File: src/rtl/noise_block_streamer.sv
// Frame/block sequencer feeding the noise estimator: slices a sample stream into blocks and
// emits framing strobes. Optional block_done watchdog enabled by defining NBS_TIMEOUT_EN.
module noise_block_streamer #(
    parameter int unsigned DATA_WIDTH     = 8,
    parameter int unsigned TOTAL_SAMPLES  = 16,
    parameter int unsigned TIMEOUT_CYCLES = 1024
) (
    input  logic                  clk,
    input  logic                  rst,
    input  logic                  frame_start,
    input  logic [31:0]           blocks_per_frame,
    input  logic [DATA_WIDTH-1:0] in_data,
    input  logic                  in_valid,
    output logic                  in_ready,
    output logic [DATA_WIDTH-1:0] data_out,
    output logic                  data_valid,
    output logic                  start_of_frame,
    output logic                  start_of_data,
    output logic                  end_of_frame,
    input  logic                  block_done,
    output logic                  busy,
    output logic                  timeout_err
);

    localparam int unsigned CntW = $clog2(TOTAL_SAMPLES);

    typedef enum logic [2:0] {
        StIdle,
        StSof,
        StStream,
        StWaitDone,
        StEof
    } state_e;

    state_e                state_q, state_d;
    logic [CntW-1:0]       sample_cnt_q, sample_cnt_d;
    logic [31:0]           block_cnt_q, block_cnt_d;
    logic [31:0]           blocks_q, blocks_d;
    logic [DATA_WIDTH-1:0] data_out_q;
    logic                  data_valid_q;
    logic                  sod_q;
    logic                  handshake;
    logic                  last_sample;
    logic                  wd_expire;
    logic                  block_advance;

    assign handshake   = in_valid && (state_q == StStream);
    assign last_sample = (sample_cnt_q == CntW'(TOTAL_SAMPLES - 1));

`ifdef NBS_TIMEOUT_EN
    logic [31:0] wd_cnt_q;
    logic        timeout_q;

    assign wd_expire = (state_q == StWaitDone) && !block_done &&
                       (wd_cnt_q == 32'(TIMEOUT_CYCLES - 1));

    // Counter only runs inside WAIT_DONE, so every entry starts from zero.
    always_ff @(posedge clk) begin
        if (rst) begin
            wd_cnt_q  <= '0;
            timeout_q <= 1'b0;
        end else begin
            wd_cnt_q <= (state_q == StWaitDone) ? wd_cnt_q + 32'd1 : 32'd0;
            if (wd_expire) begin
                timeout_q <= 1'b1;
            end
        end
    end

    assign timeout_err = timeout_q;
`else
    assign wd_expire   = 1'b0;
    assign timeout_err = 1'b0;
`endif

    assign block_advance = block_done || wd_expire;

    always_comb begin
        state_d      = state_q;
        sample_cnt_d = sample_cnt_q;
        block_cnt_d  = block_cnt_q;
        blocks_d     = blocks_q;
        unique case (state_q)
            StIdle: begin
                if (frame_start) begin
                    blocks_d    = blocks_per_frame;
                    block_cnt_d = '0;
                    state_d     = StSof;
                end
            end
            StSof: begin
                state_d = (blocks_q == 32'd0) ? StEof : StStream;
            end
            StStream: begin
                if (handshake) begin
                    if (last_sample) begin
                        sample_cnt_d = '0;
                        state_d      = StWaitDone;
                    end else begin
                        sample_cnt_d = sample_cnt_q + 1'b1;
                    end
                end
            end
            StWaitDone: begin
                if (block_advance) begin
                    block_cnt_d = block_cnt_q + 32'd1;
                    state_d     = (block_cnt_d == blocks_q) ? StEof : StStream;
                end
            end
            StEof: begin
                state_d = StIdle;
            end
            default: begin
                state_d = StIdle;
            end
        endcase
    end

    always_ff @(posedge clk) begin
        if (rst) begin
            state_q      <= StIdle;
            sample_cnt_q <= '0;
            block_cnt_q  <= '0;
            blocks_q     <= '0;
            data_out_q   <= '0;
            data_valid_q <= 1'b0;
            sod_q        <= 1'b0;
        end else begin
            state_q      <= state_d;
            sample_cnt_q <= sample_cnt_d;
            block_cnt_q  <= block_cnt_d;
            blocks_q     <= blocks_d;
            data_valid_q <= handshake;
            sod_q        <= handshake && (sample_cnt_q == '0);
            if (handshake) begin
                data_out_q <= in_data;
            end
        end
    end

    // Strobes are pure state decodes so in_ready has no path from in_valid.
    assign in_ready       = (state_q == StStream);
    assign start_of_frame = (state_q == StSof);
    assign end_of_frame   = (state_q == StEof);
    assign busy           = (state_q != StIdle);
    assign data_out       = data_out_q;
    assign data_valid     = data_valid_q;
    assign start_of_data  = sod_q;

endmodule

File: config.mk
export PLATFORM = sky130hd
export DESIGN_NAME = noise_block_streamer
export DESIGN_NICKNAME = d
export VERILOG_FILES = /design/src/rtl/noise_block_streamer.sv
export SDC_FILE = /design/constraint.sdc
export NUM_CORES = 1
export LEC_CHECK = 0
export CELL_PAD_IN_SITES_DETAIL_PLACEMENT = 2
export CELL_PAD_IN_SITES_GLOBAL_PLACEMENT = 2
export CORE_UTILIZATION = 32
export DETAILED_ROUTE_END_ITERATION = 7
export PLACE_DENSITY_LB_ADDON = 0.1
export SLEW_MARGIN = 20
export SYNTH_ARGS = -nofsm -noshare
export SYNTH_HDL_FRONTEND = slang
export SYNTH_SLANG_ARGS = --single-unit
File: constraint.sdc
create_clock -name clk -period 3.05 [get_ports clk]
set_input_delay 0.7625 -clock clk [delete_from_list [all_inputs] [get_ports clk]]
set_output_delay 0.7625 -clock clk [all_outputs]
set_load 0.01 [all_outputs]
Word-level counts from Yosys, hierarchy flattened --
Cells that the tools add are included.
Operators by class: reductions and logical operators 11, equality and inequality tests 10, multiplexer cells 11, $add $sub $neg 2
Operators with widths (number):
- $mux W32 | 2
- $pmux W32 S2 | 1
- $add A32 B1 Y32 const B | 1
- $eq A32 B32 Y1 | 1
- $logic_not A32 Y1 | 1
- $mux W3 | 6
- $pmux W3 S4 | 1
- $eq A3 B2 Y1 const B | 2
- $add A4 B1 Y4 const B | 1
- $eq A4 B4 Y1 const B | 1
- $logic_not A4 Y1 | 1
- $mux W4 | 1
- $ne A2 B1 Y1 const B | 2
- $ne A2 B2 Y1 const B | 2
- $reduce_and A2 Y1 | 2
- $reduce_and A4 Y1 | 1
- $eq A3 B1 Y1 const B | 1
- $eq A3 B3 Y1 const B | 1
- $logic_not A3 Y1 | 1
- $reduce_and A3 Y1 | 1
- $reduce_bool A3 Y1 | 1
- $logic_and A1 B1 Y1 | 2
- $reduce_bool A2 Y1 | 1
Storage, ports and cells: output and inout port bits 15, bits of input ports 45, word-level logic and storage cells 41, flip-flop bits (word level) 81

Depth between registers and ports, before layout --
depth in word-level cells 5, mapped depth 9, depth with buffers taken out 8

Worst setup path after synthesis --
OpenSTA, ideal clock, no wires.
path type register to register, from register block_cnt_q[0], to register state_q[1], data arrival time 2.237 ns, cell stages (with the launch flop) 10, clock period less this slack 2.352 ns, buffers on the path 1, library setup time 0.115 ns, path slack 0.698 ns, required time 2.935 ns, cells stage by stage dfxtp_1 ha_1 nand3_1 or3_1 clkbuf_1 nor3_1 o2111ai_1 nor4_1 nand4_1 o21a_1
Between the ends: longest elaborated chain between the ends 5
RTL lines:
- start: declaration | RTL line 37 | logic [31:0] block_cnt_q, block_cnt_d;
- start signal: assignment | RTL line 131 | block_cnt_q <= block_cnt_d;
- $add A32 B1 Y32 | RTL line 106 | block_cnt_d = block_cnt_q + 32'd1;
- $eq A32 B32 Y1 | RTL line 107 | state_d = (block_cnt_d == blocks_q) ? StEof : StStream;
- $mux W3 | RTL line 107
- $mux W3 | RTL line 105 | if (block_advance) begin
- $pmux W3 S4 | RTL line 83 | unique case (state_q)
- end signal: assignment | RTL line 121 | state_q <= StIdle;
- end signal: assignment | RTL line 129 | state_q <= state_d;
- end: declaration | RTL line 35 | state_e state_q, state_d;
No other way between the ends. The select of a mux whose other input is x is not followed. A chain may end at the register's enable or synchronous reset.

Worst setup path after layout --
from register block_cnt_q[19], to register state_q[1]
The elaborated chain is that of the path after synthesis.

==> reports/qor.yml <==
rows: 43
io_buffers: 58
critical_path.most_common_cell: "sky130_fd_sc_hd__nand4_1"
synth_edf_count: 0
ys.warnings.count: 0
max_freq_mhz: 351
synth.area.mux_share: 0.00216
drive_gt1_frac: 0.0758
slew_violations: 0
cts.repair_timing.setup_buffer_count: 0
initial_core_util: 0.331
post_dp_cell_area_sq_um: 5360
max-vdd-ir-drop_mv: 0.249
worst_ep_arrival_time_ps: 3110
p_clk_frac: 0.439
setup_repair_after_global_routing_missed_its_margin: "false"
n_antenna_cell: 0
boundaryPins: 60
critical_path.max_fanout: 10
type_of_the_tightest_min_delay_check: "reg2reg"
synth_area_leader_cell: "sky130_fd_sc_hd__dfxtp_1"
synth_cell_type_count: 61
crit-reg2reg-capture: "state_q[1]"
dieHeight_um: 122
clk_latency_ps: 360
fin_area_sq_um: 5710
avgSynthCellArea_sq_um: 7.48
synthesis.instances: 620
final_common_cell: "sky130_fd_sc_hd__nand2_1"
tritoncts: "built"
number_of_global_route_vias_before_repair: 5073
cp_slowest_stage_delay_ps: 690
slowest_library_cell_on_the_worst_path: "sky130_fd_sc_hd__or4b_2"
internal_power_mw: 2.00
design.final.nets: 703
clock_sinks: 81
max_cap_viol_count: 0
drt-pass1-iter-count: 4
yosys_register_bits: 81
grt_start_max_net_pins: 47
post-route-period-util: 0.935
ff_latch_area_sq_um: 1620
critical_path.endpoint_type: "flop"
final_antenna_net_count: 0
post_synth_instance_area_sq_um: 4640
grt_remaining_overflow: 0
die_w_um: 122
cp.required_ps: 3300
gp_congestion: 0.832
grt_antenna_before_repair: 0
whs_endpoint: "data_out[5]"
clk_transition_reported_paths_ps: 70
synthToLayoutAreaGrowth_pct: 23.2
first_iter_violations: 193
detail_route.wl_per_cell_um: 20.2
fin_crit_ps: 2850
grt_first_pass_wirelength_mm: 27.5
post_synthesis_xor_xnor_area_fraction: 0.0739
postRouteWirelength_mm: 17.0
core-area_sq_um: 14000
critical_path.startpoint_type: "flop"
run_status: "finished, final reports clean"
worst_slew_pin_slew_ps: 1110
min_delay_path_depth: 2
synth_ff_type: "sky130_fd_sc_hd__dfxtp_1"
largest_family_of_logic_cells_by_synthesized_area: "simple AND/OR/NAND/NOR gates"
clock_tree.root_cell: "sky130_fd_sc_hd__clkbuf_16"
grt_use_total: 0.242
switching_share: 0.279
timing.setup.tns_ps: 0
synth-adder-area-share: 0.00809
worst-r2r-setup-slack_ps: 200
timing_hold_violations_final: 0
power-per-cell-area_nw_per_um2: 486
filler_cell_count: 1639
h-tree-depth: 3
seq_power_share: 0.416
synth_compound_area_frac: 0.190
cell_by_cell_listing_of_the_critical_path: "nand4_1, nor3_4, nand3_1, or4b_2, a2bb2oi_1, nand4_1, o21a_1"
r2r_start: "block_cnt_q[19]"
mappedNetlistNets: 668
detail_route.vias_per_cell: 5.66
multi_input_combinational_cell_area_sq_um: 2820
synth_seq_area_share: 0.350
yosys.area_share.simple: 0.327
drc_errors: 0
hold_start: "data_out[5]"
power.switching_mw: 0.776
commonest_non_fill_non_tap_cells_in_the_layout: "sky130_fd_sc_hd__nand2_1 (114), sky130_fd_sc_hd__a21oi_1 (82), sky130_fd_sc_hd__dfxtp_1 (81)"
setup_viol_count_final: 0
asyncSetResetFlopFracSynth: 0
combinationalPowerShare: 0.145
fp.dieArea_sq_um: 15000
skew_ps: 12.7
power.static_leakage_nw: 1.98
worst-r2r-cell-count: 7
path_class: "reg2reg"
clk_path_buf_depth: 2
max-slew-margin-rel: 0.254
detailedPlacementHpwl_mm: 12.0
via_count: 4751
cts_inserted_buffers: 9
synth_top_cell_area_share: 0.350
synth.top_cells.by_area: "sky130_fd_sc_hd__dfxtp_1 (35%), sky130_fd_sc_hd__nand2_1 (9.2%), sky130_fd_sc_hd__a21oi_1 (8.9%)"
[logic make-up after synthesis]
logic type      count (synthesis)
compound gates                151
other cells                     1
simple gates                  292
xor+xnor                       36
mux                             1
flops                          81
buf+inv                        55
fa+ha+maj                       3
[metrics by stage]
stage	hold WS (ps)	power (mW)	cells	setup slack [ps]	util
finish	457	2.78	840	198	0.408
floorplan	450	1.39	620	698	-
CTS	458	2.81	840	60.1	0.407
global placement	442	1.57	824	201	0.383
global route	491	2.90	840	23.7	0.408
detailed placement	448	1.59	824	83.8	0.383
[layer usage]
layer  wire [um]  track usage
met1        7600        0.304
met2        8500        0.414
met3         562       0.0418
met4         298       0.0861
met5           0            0
[sequential cells by signal (all words and copies together), names as in the netlist]
name	count
block_cnt_q	32
data_valid	1
sample_cnt_q	4
state_q	3
data_out	8
blocks_q	32
start_of_data	1
[cell type report]
type,count,share of cell area
multi-input combinational,484,0.493
sequential,81,0.284
timing repair buffer,73,0.123
clock buffer,9,0.0394
tap,180,0.0394
clock inverter,7,0.0177
inverter,6,0.00394
[power groups by stage]
stage | sequential, mW | combinational, mW | clock [mW]
after floorplan | 1.16 | 0.234 | 0
after global placement | 1.18 | 0.391 | 0
after detailed placement | 1.18 | 0.404 | 0
after CTS | 1.16 | 0.410 | 1.24
after global routing | 1.17 | 0.444 | 1.29
final | 1.16 | 0.402 | 1.22
[worst max-delay path: cells and delay by family, from the launching register on]
family | cells | cell delay [ps]
compound gates | 2 | 420
simple gates | 5 | 1790
flops | 1 | 550
[timing repair]
action                                 in CTS  in global routing
setup endpoints to repair                   0                  2
gates resized for setup                     0                  5
hold buffers                                0                  0
endpoints found under the hold margin       0                  0
[worst max-delay path by stage]
stage                     depth (start not counted)       startpoint          to  slack (ps)
after floorplan                                   9   block_cnt_q[0]  state_q[1]         700
after global placement                            8   block_cnt_q[0]  state_q[1]         200
after detailed placement                          8   block_cnt_q[0]  state_q[1]          80
after CTS                                         8   block_cnt_q[0]  state_q[1]          60
after global routing                              7  block_cnt_q[19]  state_q[1]          20
final                                             7  block_cnt_q[19]  state_q[1]         200
[Yosys cell counts (4+ instances only)]
| cell | n |
|---|---|
| sky130_fd_sc_hd__a21oi_1 | 82 |
| sky130_fd_sc_hd__clkbuf_1 | 35 |
| sky130_fd_sc_hd__and4_1 | 8 |
| sky130_fd_sc_hd__and3_1 | 8 |
| sky130_fd_sc_hd__nor2_1 | 46 |
| sky130_fd_sc_hd__nor3b_1 | 6 |
| sky130_fd_sc_hd__or3_1 | 6 |
| sky130_fd_sc_hd__buf_2 | 12 |
| sky130_fd_sc_hd__inv_1 | 6 |
| sky130_fd_sc_hd__nand4_1 | 19 |
| sky130_fd_sc_hd__nand3_1 | 18 |
| sky130_fd_sc_hd__o21ai_0 | 26 |
| sky130_fd_sc_hd__dfxtp_1 | 81 |
| sky130_fd_sc_hd__nor4_1 | 17 |
| sky130_fd_sc_hd__xnor2_1 | 16 |
| sky130_fd_sc_hd__a31oi_1 | 9 |
| sky130_fd_sc_hd__and2_1 | 4 |
| sky130_fd_sc_hd__nor3_1 | 17 |
| sky130_fd_sc_hd__xor2_1 | 18 |
| sky130_fd_sc_hd__nand2_1 | 114 |
| sky130_fd_sc_hd__o211ai_1 | 5 |
| sky130_fd_sc_hd__a311oi_1 | 6 |
Note: power is estimated with default switching activity, not from simulation.
